**src/rtl/cdc_fifo_pkg.sv**
```systemverilog
// cdc_fifo_pkg: shared FSM type and default widths for the CDC FIFO write side
package cdc_fifo_pkg;
  typedef enum logic [1:0] {RESET_SYNC, IDLE, BURST} state_e;
  localparam int DEF_DATA_WIDTH = 4;
  localparam int DEF_ADDR_WIDTH = 5;
  localparam int RST_SYNC_DEPTH = 2;
endpackage

```
**src/rtl/rr_pick.sv**
```systemverilog
// rr_pick: combinational round-robin selector, first valid index after i_last
module rr_pick #(
  parameter int N = 4,
  parameter int W = $clog2(N)
) (
  input  logic [N-1:0] i_valid,
  input  logic [W-1:0] i_last,
  output logic [W-1:0] o_idx,
  output logic         o_any
);
  logic [W-1:0] w_j;
  always_comb begin
    o_idx = '0;
    o_any = |i_valid;
    w_j = '0;
    for (int k = N; k >= 1; k--) begin
      w_j = W'((int'(i_last) + k) % N);
      if (i_valid[w_j]) o_idx = w_j;
    end
  end
endmodule

```
**src/rtl/fifo_write_arbiter.sv**
```systemverilog
// fifo_write_arbiter: round-robin burst arbiter and reset sequencer for the FIFO write port
module fifo_write_arbiter
  import cdc_fifo_pkg::*;
#(
  parameter int NUM_REQ    = 4,
  parameter int DATA_WIDTH = DEF_DATA_WIDTH,
  parameter int MAX_BURST  = 4
) (
  input  logic                          clk,
  input  logic                          rst_n,
  input  logic [NUM_REQ-1:0]            req_valid,
  input  logic [NUM_REQ*DATA_WIDTH-1:0] req_data,
  output logic [NUM_REQ-1:0]            req_ready,
  input  logic                          fifo_full,
  output logic [DATA_WIDTH-1:0]         fifo_write_data,
  output logic                          fifo_write_increment,
  output logic                          fifo_write_reset,
  output logic                          grant_valid,
  output logic [$clog2(NUM_REQ)-1:0]    grant_id,
  output logic [7:0]                    xfer_count
);
  localparam int IW = $clog2(NUM_REQ);
  localparam int BW = $clog2(MAX_BURST + 1);
  state_e                r_state;
  logic [1:0]            r_sync_cnt;
  logic [IW-1:0]         r_grant_id;
  logic [IW-1:0]         r_last;
  logic [BW-1:0]         r_burst;
  logic [7:0]            r_xfer_count;
  logic [DATA_WIDTH-1:0] w_words [NUM_REQ];
  logic [IW-1:0]         w_pick;
  logic                  w_any;
  logic                  w_busy;
  logic                  w_xfer;
  logic                  w_last_word;
  for (genvar i = 0; i < NUM_REQ; i++) begin : g_words
    assign w_words[i] = req_data[i*DATA_WIDTH +: DATA_WIDTH];
  end
  rr_pick #(.N(NUM_REQ), .W(IW)) u_pick (
    .i_valid(req_valid),
    .i_last (r_last),
    .o_idx  (w_pick),
    .o_any  (w_any)
  );
  always_comb begin
    w_busy      = r_state == BURST;
    w_xfer      = w_busy && req_valid[r_grant_id] && !fifo_full;
    w_last_word = w_xfer && r_burst == BW'(MAX_BURST - 1);
    req_ready   = (w_busy && !fifo_full) ? NUM_REQ'(1) << r_grant_id : '0;
  end
  assign fifo_write_data      = w_words[r_grant_id];
  assign fifo_write_increment = w_xfer;
  assign fifo_write_reset     = r_state == RESET_SYNC;
  assign grant_valid          = w_busy;
  assign grant_id             = r_grant_id;
  assign xfer_count           = r_xfer_count;
  // reset enters asynchronously; leaving RESET_SYNC waits RST_SYNC_DEPTH clean edges
  always_ff @(posedge clk or negedge rst_n) begin
    if (!rst_n) begin
      r_state      <= RESET_SYNC;
      r_sync_cnt   <= '0;
      r_grant_id   <= '0;
      r_last       <= IW'(NUM_REQ - 1);
      r_burst      <= '0;
      r_xfer_count <= '0;
    end else begin
      if (w_xfer) begin
        r_burst      <= r_burst + BW'(1);
        r_xfer_count <= r_xfer_count + 8'd1;
      end
      if (r_state == RESET_SYNC) begin
        r_sync_cnt <= r_sync_cnt + 2'd1;
        if (r_sync_cnt == 2'(RST_SYNC_DEPTH - 1)) r_state <= IDLE;
      end else if (r_state == IDLE) begin
        if (w_any) begin
          r_state    <= BURST;
          r_grant_id <= w_pick;
          r_burst    <= '0;
        end
      end else if (!req_valid[r_grant_id] || w_last_word) begin
        r_state <= IDLE;
        r_last  <= r_grant_id;
      end
    end
  end
endmodule

```
**config.mk**
```make
export PLATFORM = sky130hd
export DESIGN_NAME = fifo_write_arbiter
export DESIGN_NICKNAME = d
export VERILOG_FILES = /design/src/rtl/cdc_fifo_pkg.sv /design/src/rtl/rr_pick.sv /design/src/rtl/fifo_write_arbiter.sv
export SDC_FILE = /design/constraint.sdc
export NUM_CORES = 1
export LEC_CHECK = 0
export CORE_MARGIN = 2
export CORE_UTILIZATION = 46
export DETAILED_ROUTE_END_ITERATION = 8
export GPL_TIMING_DRIVEN = 0
export PLACE_DENSITY_LB_ADDON = 0.2
export REMOVE_ABC_BUFFERS = 1
export SKIP_LAST_GASP = 1
export SYNTH_ARGS = -nofsm -noshare
export SYNTH_HDL_FRONTEND = slang
export SYNTH_SLANG_ARGS = --single-unit
export TNS_END_PERCENT = 30
```
**constraint.sdc**
```tcl
create_clock -name clk -period 4.4 [get_ports clk]
set_clock_uncertainty 0.15 [all_clocks]
set_input_delay 1.32 -clock clk [delete_from_list [all_inputs] [get_ports clk]]
set_output_delay 1.32 -clock clk [all_outputs]
set_load 0.005 [all_outputs]
```
==> results.tsv, run 1 <==
metric	value	unit
cts-root-buf	sky130_fd_sc_hd__clkbuf_4	
violations	negative setup slack	
pin_count_of_the_biggest_net_entering_global_routing	20	
worstSetupEndpointType	output pin	
finalPower	0.000832	W
gr_overflow_total	0	
initial_utilization	49.2	%
aggregate_negative_setup_slack	-0.0105	ns
multi_input_area	603	um^2
tightest_slew	0.862	ns
cpMostUsedCell	sky130_fd_sc_hd__clkdlybuf4s50_1	
clk_latency	0.29	ns
design.die.area	0.00282	mm^2
die_h	53.1	um
wl_per_cell	13.7	um
drcViolationCount	0	
fin_crit	4.41	ns
critical_path_peak_fanout	7	
die-width	53.1	um
dpl.hpwl	1.79	mm
maxCapViolations	0	
post_layout_nonfiller_instances	176	
crit_path_cell_trace	clkdlybuf4s50_1, mux4_2, nand2_4, inv_6, clkdlybuf4s50_1	
layout.filler_cells	188	
synth.cell_area	0.00111	mm^2
ys_seq_elements	19	
syn_area_per_cell	11.3	um^2
intPower	0.000542	W
path_clk_slew	0.10	ns
status	complete, but fails checks	
timing.critical_path.arrival	2.94	ns
timing_max_transition_violations_final	0	
setup_viol	1	
portBuffers	43	
num_antenna_cells	0	
syn_inst	98	
max_freq	227	MHz
grt.total_usage	18.0	%
critPathKind	input port to output pin	
post-place-cells	167	
hold_violations	0	
detail_route.vias_per_cell	5.35	
global_route_wire_length_before_repair	3.77	mm
ys_dominant_reg_cell	sky130_fd_sc_hd__dfrtp_1	
part_of_the_power_in_combinational_logic	49.1	%
syn_to_final_growth	46.7	%
synthesis.yosys.warnings	0	
net-switching-power	0.000291	W
vdd_ir_drop_max	401	uV
seq_area	478	um^2
ioPinCount	44	
drtIter0Drc	3	
worst_setup_path_start_kind	input port	
fin_nets	176	
post_route_cells_drive_above_1_share	17.6	%
share_clk_of_total_power	10.5	%
final_min_period_over_clock_period	100	%
ctsLongestPathBuffers	2	
synth_sequential_area_ratio	43.1	%
async_flop_share	100	%
wirelength	2.41	mm
critical_path_required	2.93	ns
number_of_global_route_vias_before_repair	888	
drt-pass1-iter-count	4	
number_of_antenna_violations_at_the_first_check_in_global_routing	0	
ctsHoldBuffers	0	
fin_ws	-0.0105	ns
tritoncts	yes	
cp.buffers_inverters	3	
core.rowCount	17	
pwr-share-seq	40.4	%
synth-edff-count	0	
floorplan.core_area	0.00225	mm^2
synth.distinct_cells	33	
timing.hold.worst.class	flop to flop	
relSlewSlack	42.3	%
post_dp_cell_area	0.00157	mm^2
crit_family	buffers and inverters	
finalWeightedCongestion	0.807	
fin_hold_ws	0.319	ns
antenna_violating_nets_post_route	0	
postLayoutCellArea	0.00163	mm^2
power.static_leakage	0.700	nW
crit_path_max_incr_delay	0.54	ns
worst_path_max_delay_cell	sky130_fd_sc_hd__mux4_2	
detailroute.via_count	942	
rsz_0062_raised_after_global_routing	yes	
power_density	511	mW/mm^2
switching_share	34.9	%
clock_sinks	19	
cts_made_buffers	3	
cts.htree.levels	1	
[repair_timing]
action,4_1_cts,5_1_grt
setup endpoints to repair,2,5
gates resized for setup,3,0
buffers inserted,2,3
pin swaps,1,1
[worst register-to-register path, cell delays in order (launching register included)]
cell,delay (ns)
sky130_fd_sc_hd__dfrtp_1,0.60
sky130_fd_sc_hd__mux4_2,0.62
sky130_fd_sc_hd__buf_4,0.18
sky130_fd_sc_hd__a21boi_2,0.15
sky130_fd_sc_hd__mux2_1,0.34
[synthesized netlist by cell type (2+ instances only)]
cell type / instances / area [um^2]
sky130_fd_sc_hd__dfrtp_1: 17 / 425
sky130_fd_sc_hd__nand2_1: 10 / 37.5
sky130_fd_sc_hd__nor2_1: 6 / 22.5
sky130_fd_sc_hd__a21oi_1: 5 / 25.0
sky130_fd_sc_hd__mux4_2: 5 / 113
sky130_fd_sc_hd__nand2b_1: 5 / 31.3
sky130_fd_sc_hd__xnor2_1: 5 / 43.8
sky130_fd_sc_hd__ha_1: 4 / 50.1
sky130_fd_sc_hd__xor2_1: 4 / 35.0
sky130_fd_sc_hd__and3_1: 3 / 18.8
sky130_fd_sc_hd__inv_1: 3 / 11.3
sky130_fd_sc_hd__nand3_1: 3 / 15.0
sky130_fd_sc_hd__dfstp_2: 2 / 52.6
sky130_fd_sc_hd__mux2_1: 2 / 22.5
sky130_fd_sc_hd__mux2_2: 2 / 22.5
sky130_fd_sc_hd__mux2i_1: 2 / 20.0
sky130_fd_sc_hd__nand4_1: 2 / 12.5
sky130_fd_sc_hd__nor2b_1: 2 / 12.5
sky130_fd_sc_hd__nor3_2: 2 / 20.0
[worst paths after layout]
check / start / to / slack (ns) / cells past startpoint
max: req_valid[0] / fifo_write_increment / -0.01 / 5
min in group asynchronous: rst_n / xfer_count[1] / 1.35 / 1
max in group asynchronous: rst_n / xfer_count[2] / 2.21 / 1
min: xfer_count[7] / xfer_count[7] / 0.32 / 1
min reg2reg: xfer_count[7] / xfer_count[7] / 0.32 / 1
max reg2reg: grant_id[1] / r_last[0] / 2.29 / 4
[area by class of cell]
cell class	instances	area share, %
repair buffers	48	28.5
clock buffers	3	1.38
well taps	28	2.15
multi-input cells	73	37.0
clock inverters	1	0.307
inverters	4	1.23
flip-flops and latches	19	29.4
[power by group through the flow]
stage          combinational (W)  clock [W]  sequential (W)
3_3_place_gp            0.000381          0        0.000335
6_report                0.000409  0.0000875        0.000336
2_1_floorplan           0.000221          0        0.000319
4_1_cts                 0.000403  0.0000884        0.000338
5_1_grt                 0.000444  0.0000963        0.000353
3_5_place_dp            0.000391          0        0.000341
[metrics by stage]
step / utilization (%) / setup WS, ns
2_1_floorplan: - / 0.890
3_3_place_gp: 69.5 / -0.141
3_5_place_dp: 69.5 / -0.159
4_1_cts: 71.2 / -0.0125
5_1_grt: 72.2 / -0.0607
6_report: 72.2 / -0.0105
[layout by cell type, fill, tap and decap left out]
cell                               n
sky130_fd_sc_hd__a21boi_2          1
sky130_fd_sc_hd__a21oi_1           5
sky130_fd_sc_hd__a31oi_1           1
sky130_fd_sc_hd__and3_1            3
sky130_fd_sc_hd__buf_4             5
sky130_fd_sc_hd__clkbuf_4          3
sky130_fd_sc_hd__clkdlybuf4s50_1  40
sky130_fd_sc_hd__clkinv_2          1
sky130_fd_sc_hd__dfrtp_1          17
sky130_fd_sc_hd__dfstp_2           2
sky130_fd_sc_hd__dlygate4sd2_1     3
sky130_fd_sc_hd__ha_1              4
sky130_fd_sc_hd__inv_1             3
sky130_fd_sc_hd__inv_6             1
sky130_fd_sc_hd__mux2_1            2
sky130_fd_sc_hd__mux2_2            2
sky130_fd_sc_hd__mux2i_1           2
sky130_fd_sc_hd__mux4_2            5
sky130_fd_sc_hd__nand2_1          10
sky130_fd_sc_hd__nand2_2           1
sky130_fd_sc_hd__nand2_4           1
sky130_fd_sc_hd__nand2b_1          5
sky130_fd_sc_hd__nand3_1           3
sky130_fd_sc_hd__nand4_1           2
sky130_fd_sc_hd__nor2_1            6
sky130_fd_sc_hd__nor2b_1           2
sky130_fd_sc_hd__nor3_1            1
sky130_fd_sc_hd__nor3_2            2
sky130_fd_sc_hd__nor3b_1           1
sky130_fd_sc_hd__nor3b_2           1
sky130_fd_sc_hd__nor3b_4           1
sky130_fd_sc_hd__nor4_1            1
sky130_fd_sc_hd__o21a_1            1
sky130_fd_sc_hd__o221ai_1          1
sky130_fd_sc_hd__xnor2_1           5
sky130_fd_sc_hd__xor2_1            4
[cells by family after synthesis]
| logic type | synth area share [%] |
|---|---|
| flip-flops | 43.1 |
| adder cells (fa/ha/maj) | 4.51 |
| AND/OR/NAND/NOR | 21.4 |
| multiplexers | 16.0 |
| AO/OA/AOI/OAI | 5.30 |
| XOR/XNOR | 7.10 |
| buffers and inverters | 2.59 |
[metal layers]
layer | wire (um) | GRT usage [%] | vias to the layer above
li1 | - | - | 447
met1 | 1060 | 21.9 | 451
met2 | 1100 | 30.6 | 40
met3 | 238 | 4.80 | 4
met4 | 23 | 6.41 | 0
met5 | 0 | 0 | -
[state kept, by name, indices dropped and copies added, names as in the netlist]
name        count
r_sync_cnt      2
r_last          2
grant_id        2
r_state         2
r_burst         3
xfer_count      8
Power figures use the tool's default switching activity.
==> inputs of run 2 (changes only) <==
--- a/config.mk
+++ b/config.mk
@@ -6,7 +6,7 @@
 export NUM_CORES = 1
 export LEC_CHECK = 0
 export CORE_MARGIN = 2
-export CORE_UTILIZATION = 46
+export CORE_UTILIZATION = 43
 export DETAILED_ROUTE_END_ITERATION = 8
 export GPL_TIMING_DRIVEN = 0
 export PLACE_DENSITY_LB_ADDON = 0.2
==> constraint.sdc (replaced) <==
create_clock -name clk -period 4.2 [get_ports clk]
set_clock_uncertainty 0.15 [all_clocks]
set_input_delay 1.26 -clock clk [delete_from_list [all_inputs] [get_ports clk]]
set_output_delay 1.26 -clock clk [all_outputs]
set_load 0.005 [all_outputs]
==> results.tsv, run 2 (synthesis results as in run 1) <==
metric	value	unit	change
dpl.hpwl	1.87	mm	was 1.79 mm
post_dp_cell_area	0.00157	mm^2	about the same
wirelength	2.48	mm	was 2.41 mm
die_h	54.8	um	was 53.1 um
initial_utilization	45.2	%	was 49.2%
hold_violations	0		unchanged
post_layout_utilization_of_the_core	66.1	%	was 72.2%
finalWeightedCongestion	0.739		was 0.807
syn_to_final_growth	46.2	%	was 46.7%
wl_per_cell	14.0	um	was 13.7 um
vdd_ir_drop_max	511	uV	was 401 uV
timing.hold.worst.class	flop to flop		unchanged
layout.filler_cells	199		was 188
pin_count_of_the_biggest_net_entering_global_routing	20		unchanged
floorplan.core_area	0.00245	mm^2	was 0.00225 mm^2
timing_max_transition_violations_final	0		unchanged
ioPinCount	44		unchanged
maxCapViolations	0		unchanged
detailroute.via_count	942		unchanged
seq_area	478	um^2	unchanged
tightest_slew	0.840	ns	was 0.862 ns
crit_path_max_incr_delay	0.51	ns	was 0.54 ns
layout_commonest_cell	sky130_fd_sc_hd__clkdlybuf4s50_1		unchanged
setup_viol	0		was 1
core.rowCount	18		was 17
drcViolationCount	0		unchanged
multi_input_area	603	um^2	unchanged
cpMostUsedCell	sky130_fd_sc_hd__clkdlybuf4s50_1		unchanged
power_density	537	mW/mm^2	was 511 mW/mm^2
post_route_cells_drive_above_1_share	16.3	%	was 17.6%
postLayoutCellArea	0.00162	mm^2	was 0.00163 mm^2
cts-root-buf	sky130_fd_sc_hd__clkbuf_4		unchanged
critical_path_required	2.79	ns	was 2.93 ns
global_route_wire_length_before_repair	3.65	mm	was 3.77 mm
design.die.area	0.00300	mm^2	was 0.00282 mm^2
worst_path_max_delay_cell	sky130_fd_sc_hd__clkdlybuf4s50_1		was sky130_fd_sc_hd__mux4_2
cts_made_buffers	3		unchanged
number_of_global_route_vias_before_repair	888		unchanged
worstSetupEndpointType	output pin		unchanged
portBuffers	43		unchanged
tritoncts	yes		unchanged
critPathKind	input port to output pin		unchanged
antenna_violating_nets_post_route	0		unchanged
drtIter0Drc	14		was 3
max_freq	242	MHz	
ctsLongestPathBuffers	2		unchanged
final_min_period_over_clock_period	98.5	%	
drt-pass1-iter-count	4		unchanged
timing.critical_path.arrival	2.73	ns	was 2.94 ns
clk_latency	0.30	ns	was 0.29 ns
grt.total_usage	17.0	%	was 18.0%
num_antenna_cells	0		unchanged
critical_path_peak_fanout	7		unchanged
die-width	54.8	um	was 53.1 um
detail_route.vias_per_cell	5.32		was 5.35
fin_ws	0.0610	ns	was -0.0105 ns
worst_setup_path_start_kind	input port		unchanged
status	finished clean		was complete, but fails checks
crit_path_cell_trace	clkdlybuf4s50_1, nor3b_4, buf_4, nand2_1, nor2_1, clkdlybuf4s50_1		was clkdlybuf4s50_1, mux4_2, nand2_4, inv_6, clkdlybuf4s50_1
pre_cts_slack	-0.228	ns	was -0.159 ns
max_ffs_per_register	8		unchanged
power.static_leakage	0.712	nW	was 0.700 nW
fin_nets	175		was 176
number_of_antenna_violations_at_the_first_check_in_global_routing	0		unchanged
ctsHoldBuffers	0		unchanged
cts.htree.levels	1		unchanged
rsz_0062_raised_after_global_routing	yes		unchanged
clock_sinks	19		unchanged
path_clk_slew	0.11	ns	was 0.10 ns
most_used_cells_in_the_layout_excluding_fill_and_tap_cells	38 x sky130_fd_sc_hd__clkdlybuf4s50_1, 17 x sky130_fd_sc_hd__dfrtp_1, 10 x sky130_fd_sc_hd__nand2_1		was 40 x sky130_fd_sc_hd__clkdlybuf4s50_1, 17 x sky130_fd_sc_hd__dfrtp_1, 10 x sky130_fd_sc_hd__nand2_1
gr_overflow_total	0		unchanged
relSlewSlack	43.8	%	was 42.3%
fin_crit	4.14	ns	
-- run 2: cell types whose count changed in the layout (fill, tap and decap cells not counted), sizes merged --
cell and change:
dlygate4sd2 +1, clkinv -1, clkdlybuf4s50 -2, clkbuf +1, dlymetal6s2s +1, buf -1
-- run 2: final cells by class --
type / instances / share of cell area [%]
clock buffer: 4 / 1.62
inverter: 4 / 1.23
multi-input combinational: 73 / 37.2
sequential: 19 / 29.5
tap: 30 / 2.31
timing repair buffer: 47 / 28.2
-- run 2: per-layer routing --
layer / global-route usage (%) / share of wire [%] / up-vias
li1: - / - / 447
met4: 5.00 / 0.68 / 0
met3: 4.10 / 9.9 / 2
met5: 0 / 0 / -
met2: 31.5 / 49 / 41
met1: 18.9 / 40 / 452
-- run 2: through the flow --
stage	hold WS [ns]	cells	total power [W]	setup TNS [ns]
global route	0.344	177	0.000939	-0.0297
global placement	0.306	169	0.000753	-0.340
finish	0.334	177	0.000871	0
CTS	0.332	177	0.000880	0
detailed placement	0.313	169	0.000773	-0.347
floorplan	0.298	96	0.000566	0
-- run 2: worst max-delay path: cells and delay by family --
family        cells  cell delay [ns]
simple gates      3             0.34
buf+inv           3             1.14
-- run 2: final timing paths --
| kind | start | cells after the start | end | slack, ns |
|---|---|---|---|---|
| setup reg to reg | grant_id[1] | 4 | r_last[1] | 2.09 |
| hold reg to reg | r_sync_cnt[0] | 1 | r_sync_cnt[0] | 0.33 |
| setup / recovery | fifo_full | 6 | req_ready[1] | 0.06 |
| min in group asynchronous | rst_n | 1 | r_burst[0] | 1.28 |
| hold / removal | r_sync_cnt[0] | 1 | r_sync_cnt[0] | 0.33 |
| max in group asynchronous | rst_n | 1 | grant_id[1] | 2.09 |
-- run 2: repair_timing --
item	CTS	global route
pin swaps	1	0
gates resized for setup	4	1
setup buffers	4	0
endpoints found under the setup margin	5	3
-- run 2: power breakdown --
group          internal [W]  switching, W
registers          0.000250     0.0000987
clock network     0.0000370     0.0000549
logic              0.000280      0.000150
total              0.000567      0.000304
==> inputs of run 3 (changes only) <==
--- a/config.mk
+++ b/config.mk
@@ -7,8 +7,10 @@
 export LEC_CHECK = 0
 export CORE_MARGIN = 2
 export CORE_UTILIZATION = 43
+export CTS_CLUSTER_DIAMETER = 200
 export DETAILED_ROUTE_END_ITERATION = 8
 export GPL_TIMING_DRIVEN = 0
+export HOLD_SLACK_MARGIN = 0.03
 export PLACE_DENSITY_LB_ADDON = 0.2
 export REMOVE_ABC_BUFFERS = 1
 export SKIP_LAST_GASP = 1
==> results of run 3 <==
Same layout as run 2: the final DEF is identical, and so are final timing and power.
